--- src/rtl/uart_prog_loader.sv ---
// Purpose: loads a length-prefixed byte stream from a UART receiver into instruction memory, then releases the core.
// Latency: imem_we fires one cycle after the 4th byte of a word; cpu_rst_n rises one cycle after entering DONE.
// Backpressure: none; every rx_valid byte is taken in a loading state, and an idle gap of TIMEOUT_CYCLES aborts the load.
module uart_prog_loader #(
    parameter logic [31:0] BASE_ADDR      = 32'h0000_0000,
    parameter int          MAX_WORDS      = 1024,
    parameter int          TIMEOUT_CYCLES = 1_000_000
) (
    input  logic        clk,
    input  logic        rst_n,
    input  logic        start,
    input  logic [7:0]  rx_data,
    input  logic        rx_valid,
    output logic        imem_we,
    output logic [31:0] imem_addr,
    output logic [31:0] imem_wdata,
    output logic        cpu_rst_n,
    output logic        busy,
    output logic        done,
    output logic        err,
    output logic [15:0] words_loaded,
    output logic [15:0] bad_op_cnt
);

    localparam int             TCW     = (TIMEOUT_CYCLES > 2) ? $clog2(TIMEOUT_CYCLES) : 1;
    localparam logic [TCW-1:0] TC_LAST = TCW'(TIMEOUT_CYCLES - 1);
    localparam logic [16:0]    MAXW    = 17'(MAX_WORDS);

    typedef enum logic [2:0] {
        IDLE,
        LEN_LO,
        LEN_HI,
        DATA,
        DONE,
        ERROR
    } state_t;

    state_t         state;
    state_t         state_nxt;
    logic [7:0]     len_lo;
    logic [15:0]    len;
    logic [15:0]    len_full;
    logic [1:0]     byte_idx;
    logic [23:0]    wbuf;
    logic [TCW-1:0] tcnt;
    logic           start_acc;
    logic           byte_acc;
    logic           word_cap;
    logic           tmo;

    function automatic logic op_ok(input logic [6:0] op);
        case (op)
            7'b0000011, 7'b0010011, 7'b0010111, 7'b0100011,
            7'b0110011, 7'b0110111, 7'b1100011, 7'b1101111: op_ok = 1'b1;
            default:                                        op_ok = 1'b0;
        endcase
    endfunction

    assign busy     = (state == LEN_LO) || (state == LEN_HI) || (state == DATA);
    assign done     = (state == DONE);
    assign err      = (state == ERROR);
    assign len_full = {rx_data, len_lo};
    assign tmo      = (tcnt == TC_LAST);

    always_ff @(posedge clk or negedge rst_n) begin
        if (!rst_n) begin
            state <= IDLE;
        end else begin
            state <= state_nxt;
        end
    end

    // A byte arriving in the timeout cycle takes priority over the abort.
    always_comb begin
        state_nxt = state;
        start_acc = 1'b0;
        byte_acc  = 1'b0;
        word_cap  = 1'b0;
        case (state)
            IDLE, DONE, ERROR: begin
                if (start) begin
                    start_acc = 1'b1;
                    state_nxt = LEN_LO;
                end
            end
            LEN_LO: begin
                if (rx_valid) begin
                    byte_acc  = 1'b1;
                    state_nxt = LEN_HI;
                end else if (tmo) begin
                    state_nxt = ERROR;
                end
            end
            LEN_HI: begin
                if (rx_valid) begin
                    byte_acc = 1'b1;
                    if (len_full == 16'd0) begin
                        state_nxt = DONE;
                    end else if ({1'b0, len_full} > MAXW) begin
                        state_nxt = ERROR;
                    end else begin
                        state_nxt = DATA;
                    end
                end else if (tmo) begin
                    state_nxt = ERROR;
                end
            end
            DATA: begin
                if (rx_valid) begin
                    byte_acc = 1'b1;
                    if (byte_idx == 2'd3) begin
                        word_cap = 1'b1;
                        if ((words_loaded + 16'd1) == len) begin
                            state_nxt = DONE;
                        end
                    end
                end else if (tmo) begin
                    state_nxt = ERROR;
                end
            end
            default: state_nxt = IDLE;
        endcase
    end

    always_ff @(posedge clk or negedge rst_n) begin
        if (!rst_n) begin
            imem_we      <= 1'b0;
            imem_addr    <= BASE_ADDR;
            imem_wdata   <= 32'd0;
            cpu_rst_n    <= 1'b0;
            words_loaded <= 16'd0;
            bad_op_cnt   <= 16'd0;
            len_lo       <= 8'd0;
            len          <= 16'd0;
            byte_idx     <= 2'd0;
            wbuf         <= 24'd0;
            tcnt         <= '0;
        end else begin
            imem_we   <= word_cap;
            // Held low through the start cycle so the core drops reset right after a new load is accepted.
            cpu_rst_n <= (state == DONE) && !start_acc;

            if (start_acc) begin
                words_loaded <= 16'd0;
                bad_op_cnt   <= 16'd0;
                byte_idx     <= 2'd0;
                tcnt         <= '0;
            end else if (busy) begin
                if (byte_acc || tmo) begin
                    tcnt <= '0;
                end else begin
                    tcnt <= tcnt + 1'b1;
                end
            end

            if (byte_acc) begin
                case (state)
                    LEN_LO: len_lo <= rx_data;
                    LEN_HI: len    <= len_full;
                    DATA: begin
                        byte_idx <= byte_idx + 2'd1;
                        case (byte_idx)
                            2'd0:    wbuf[7:0]   <= rx_data;
                            2'd1:    wbuf[15:8]  <= rx_data;
                            2'd2:    wbuf[23:16] <= rx_data;
                            default: wbuf        <= wbuf;
                        endcase
                    end
                    default: ;
                endcase
            end

            if (word_cap) begin
                imem_wdata   <= {rx_data, wbuf};
                imem_addr    <= BASE_ADDR + {14'd0, words_loaded, 2'b00};
                words_loaded <= words_loaded + 16'd1;
                if (!op_ok(wbuf[6:0]) && (bad_op_cnt != 16'hFFFF)) begin
                    bad_op_cnt <= bad_op_cnt + 16'd1;
                end
            end
        end
    end

endmodule
--- config.mk ---
export PLATFORM = sky130hd
export DESIGN_NAME = uart_prog_loader
export DESIGN_NICKNAME = d
export VERILOG_FILES = /design/src/rtl/uart_prog_loader.sv
export SDC_FILE = /design/constraint.sdc
export NUM_CORES = 1
export LEC_CHECK = 0
export BUFFER_PORTS_ARGS = -buffer_cell sky130_fd_sc_hd__buf_2
export CAP_MARGIN = 25
export CORE_MARGIN = 2
export CORE_UTILIZATION = 55
export CTS_BUF_LIST = sky130_fd_sc_hd__clkbuf_16
export DETAILED_ROUTE_END_ITERATION = 6
export GPL_TIMING_DRIVEN = 0
export PLACE_DENSITY = 0.78
export SLEW_MARGIN = 10
export SYNTH_ARGS = -nofsm -noshare
export SYNTH_HDL_FRONTEND = slang
export SYNTH_SLANG_ARGS = --single-unit
--- constraint.sdc ---
create_clock -name clk -period 3.1 [get_ports clk]
set_clock_uncertainty 0.05 [all_clocks]
set_input_delay 0.31 -clock clk [delete_from_list [all_inputs] [get_ports clk]]
set_output_delay 0.31 -clock clk [all_outputs]
set_load 0.02 [all_outputs]
; Yosys cells after proc, flatten, opt, wreduce, memory -nomap -nowiden
; Cells that the tools add are included.
; W data, S select, Z words.
[totals]
in_bits = 12
out_inout_bits = 101
register_bits = 155
elab_cells = 92
[classes]
n_reduce_logical = 21
addsub = 4
mux = 30
magnitude_cmp = 1
eq_ne = 22
[ops]
columns = operator, n
row1 = $mux W16, 5
row2 = $mux W20, 3
row3 = $add A16 B1 Y16 const B, 2
row4 = $mux W3, 9
row5 = $eq A7 B6 Y1 const B, 3
row6 = $add A20 B1 Y20 const B, 1
row7 = $eq A20 B20 Y1 const B, 1
row8 = $eq A16 B16 Y1, 1
row9 = $gt A16 B11 Y1 const B, 1
row10 = $logic_not A16 Y1, 1
row11 = $ne A16 B16 Y1 const B, 1
row12 = $eq A7 B5 Y1 const B, 2
row13 = $eq A7 B7 Y1 const B, 2
row14 = $pmux W3 S4, 1
row15 = $reduce_and A3 Y1, 4
row16 = $mux W1, 9
row17 = $reduce_or A8 Y1, 1
row18 = $eq A7 B2 Y1 const B, 1
row19 = $eq A3 B2 Y1 const B, 2
row20 = $eq A3 B3 Y1 const B, 2
row21 = $mux W2, 3
row22 = $ne A3 B2 Y1 const B, 2
row23 = $reduce_or A3 Y1, 2
row24 = $eq A2 B2 Y1 const B, 2
row25 = other kinds (11), 17

; Depth between registers and ports, before layout
[depth]
word_depth = 9
depth_mapped = 11

; Worst setup path after synthesis
; Ideal clock, no wire load.
[synth_path]
path_type = flip-flop to flip-flop
startpoint = register words_loaded[0]
endpoint = register state[1]
arrival_time_ns = 2.127
stages_incl_launch_ff = 9
n_path_buf = 0
setup_time_ns = 0.126
synth_period_minus_slack_ns = 2.304
setup_slack_ns = 0.796
required_ns = 2.924
cell_sequence = dfrtp_1 > ha_1 > nand3_2 > nor4_4 > xnor2_1 > nor4_1 > o2111ai_1 > o21ai_2 > o21ai_1
[synth_via]
elab_chain_len = 4
[synth_rtl]
columns = item, line
row1 = "start, declared", 21  ; output logic [15:0] words_loaded,
row2 = "start signal, assigned", 176  ; words_loaded <= words_loaded + 16'd1;
row3 = $add A16 B1 Y16, 113  ; if ((words_loaded + 16'd1) == len) begin
row4 = $eq A16 B16 Y1, 113
row5 = $ne A3 B2 Y1 (no source line), -
row6 = $reduce_and A3 Y1 (no source line), -
row7 = "end signal, assigned", 69  ; state <= state_nxt;
row8 = "end, declared", 38  ; state_t state;
; Every way passes these cells.
; A chain may end at the register's enable or synchronous reset.

; Final worst setup path
; Ends and elaborated chain as after synthesis.

==> qor.yml <==
power:
  p_per_area_nw_per_um2: 686
  p_leak_nw: 4.45
  pwr-share-clk: 0.338
  intPower_w: 0.00414
  p_total_w: 0.00604
  switching_power_w: 0.00190
  switching_share: 0.315
  seq_power_share: 0.435
  comb_power_share: 0.227
  vdd_drop_max_uv: 444
clock_network:
  cts_tree: "done"
  htree_levels: 4
  clk_path_buf_depth: 2
  clk_pin_slew_ns: 0.06
  holdBufCountCts: 1
  cts.repair.resized: 0
  clk_latency_ns: 0.43
  cts_buffers: 17
  cts_setup_buffers: 0
  cts-root-buf: "clkbuf_16"
  cts.sinks: 155
global_routing:
  antenna_found_initial: 0
  grt_util_all_layers: 0.252
  grt_max_degree: 102
  grt-ovfl-total: 0
  grt_pass1_wl_mm: 28.6
  grt_pass1_vias: 5674
synth:
  synth-compound-area-share: 0.0755
  post_synth.cell_area_avg_um2: 9.73
  yosysTopAreaCell: "dfrtp_1"
  synth_top_family_by_area: "simple AND/OR/NAND/NOR gates"
  synth_area_um2: 7420
  synth_area_leaders: "dfrtp_1 (52%), nand2_1 (11%), mux2_2 (7.3%)"
  synth.ff_latch_count: 155
  yosysWarnings: 0
  synth_simple_gate_area_frac: 0.223
  ys_seq_area_frac: 0.522
  yosysUniqueCellTypes: 61
  netlist_instances: 763
  synth-xor-area-share: 0.0377
  yosys_most_used_dff: "dfrtp_1"
  synthAdderAreaFrac: 0.0118
  synthArstFlopShare: 1.00
  netlist.area_leader.share: 0.522
  synthMuxAreaShare: 0.0876
  synth-edff-count: 0
sta:
  period_share: 0.880
  rsz0062_at_grt: "no"
  final_max_slew_viol_count: 0
  clock.fmax_mhz: 366
  worstMarginPinSlew_ns: 0.928
  relSlewSlack: 0.376
  setup-violations-final: 0
  fin_crit_ns: 2.73
  hold_viol: 0
  setup_slack_ns: 0.371
worst_setup_path:
  r2r-end: "state[1]$_DFFE_PN0P_"
  reg2reg_depth: 8
  crit_fanout: 9
  critPathArrivalTime_ns: 2.98
  required_ns: 3.35
  cp-start-kind: "register"
  critPathCaptureType: "register"
  ff2ff_setup_slack_ns: 0.37
  r2r-start: "words_loaded[0]$_DFFE_PN0P_"
  critical_path_class: "reg -> reg"
hold_path:
  worstHoldPathType: "in -> reg"
  whs_endpoint: "state[2]$_DFFE_PN0P_"
  hold_start: "start"
  whs_path_depth: 2
detailed_routing:
  routed_via_density: 5.49
  dr.pass1.iters: 5
  vias: 5952
  wirelength_mm: 17.3
  drtIter0Drc: 436
  ant_nets: 0
  routedWlPerCell_um: 15.9
  post-route-drc-count: 0
floorplan:
  rows: 42
  initial_utilization: 0.563
  die-area_um2: 14400
  design.core.area_um2: 13200
  dieWidth_um: 120
  ioPinCount: 113
  die_y_um: 120
flow_run:
  drv_cap: 0
layout:
  drive_gt1_frac: 0.240
  antenna_cells: 0
  syn2layout_area_growth_pct: 18.5
  layout.nets: 914
place:
  pre_cts_ws_ns: 0.425
  port_buffers: 96
  gp_congestion: 0.921
  hpwl_mm: 11.6
outcome:
  status: "complete, no violations"
stage by stage:
stage	util	cells	TNS (ns)	area, um^2	hold WS (ns)
global route	0.667	1084	0	8800	0.0807
global placement	0.620	1050	-93.35	8180	0.399
CTS	0.667	1084	0	8800	0.0586
detailed placement	0.623	1051	0	8220	0.207
floorplan	-	778	0	7480	-0.0356
finish	0.667	1084	0	8800	0.0659
cells by family after synthesis:
group	after synthesis
buf+inv	59
fa+ha+maj	7
xor+xnor	32
compound gates	93
simple gates	357
mux	59
other cells	1
flops	155
power by group through the flow:
stage / Sequential (W) / Clock, W / Combinational, W
2_1_floorplan: 0.00261 / 0 / 0.000987
3_5_place_dp: 0.00266 / 0 / 0.00135
3_3_place_gp: 0.00264 / 0 / 0.00130
6_report: 0.00263 / 0.00204 / 0.00137
4_1_cts: 0.00262 / 0.00206 / 0.00137
5_1_grt: 0.00267 / 0.00216 / 0.00151
worst max-delay path by stage:
stage / from / endpoint / slack, ns / cells past startpoint
after global routing: words_loaded[0]$_DFFE_PN0P_ / state[2]$_DFFE_PN0P_ / 0.18 / 8
after floorplan: words_loaded[0]$_DFFE_PN0P_ / state[1]$_DFFE_PN0P_ / 0.80 / 8
after CTS: words_loaded[0]$_DFFE_PN0P_ / state[1]$_DFFE_PN0P_ / 0.42 / 8
after detailed placement: words_loaded[0]$_DFFE_PN0P_ / state[1]$_DFFE_PN0P_ / 0.42 / 8
after global placement: rst_n / tcnt[13]$_DFFE_PN0P_ / -0.61 / 1
final: words_loaded[0]$_DFFE_PN0P_ / state[1]$_DFFE_PN0P_ / 0.37 / 8
registers in the layout (all words and copies together), names as in the netlist:
register	flops
bad_op_cnt	16
byte_idx	2
cpu_rst_n	1
imem_addr	16
imem_wdata	32
imem_we	1
len	16
len_lo	8
state	3
tcnt	20
wbuf	24
words_loaded	16
layer usage:
metal	share of wire	wire, um	track usage	vias to the layer above
met1	0.45	7710	0.351	2879
li1	-	-	-	2837
met4	0.026	442	0.101	0
met5	0	0	0	-
met3	0.053	916	0.0481	41
met2	0.47	8190	0.393	195
worst max-delay path, cell delays in order (launching register included):
cell and delay [ns]:
dfrtp_1 0.54, ha_1 0.34, nand3_2 0.22, nor4_1 0.59
xnor2_1 0.12, a21oi_1 0.18, o2111ai_1 0.17, o21ai_2 0.28
o21ai_1 0.11
Yosys cell counts (3+ instances only):
master and instances:
nand2_1 212, nand3_1 32, o31ai_1 10, inv_1 9
xnor2_1 25, nor4_1 4, ha_1 7, a21oi_1 15
dfrtp_1 155, mux2_2 48, nor2b_1 4, a31oi_1 4
nor2_1 39, and3_1 11, mux2i_1 11, buf_4 19
buf_2 9, clkbuf_1 18, o41ai_1 4, nand4_1 6
nor3_1 13, nand2b_1 4, or4_1 5, and4_1 3
o21ai_0 44, xor2_1 7
cell usage in the layout (no fill, tap or decap), drive strengths merged, types with 3 or more instances in the layout:
master | netlist | final
clkbuf | 18 | 35
o31ai | 10 | 10
xnor2 | 25 | 25
mux2i | 11 | 11
buf | 30 | 127
dfrtp | 155 | 155
or4 | 5 | 5
nand2 | 213 | 213
inv | 10 | 15
nor4 | 6 | 6
o41ai | 4 | 4
a21oi | 15 | 15
or3 | 3 | 3
nand4 | 8 | 8
and3 | 11 | 11
xor2 | 7 | 7
nor2b | 4 | 4
clkinv | 1 | 7
nand2b | 5 | 5
and4 | 4 | 4
nor2 | 41 | 41
nor3 | 14 | 14
o21ai | 47 | 47
mux2 | 48 | 48
nand3 | 34 | 34
ha | 7 | 7
a31oi | 4 | 4
conb | 1 | 16
layout make-up:
cell class	count	area (um^2)
Clock inverter	15	146
Inverter	11	41.3
Clock buffer	17	425
Timing Repair Buffer	98	528
Buffer	48	263
Fill cell	1036	4390
Sequential cell	155	3880
Tap cell	176	220
Multi-Input combinational cell	564	3300
Power figures use the tool's default switching activity.
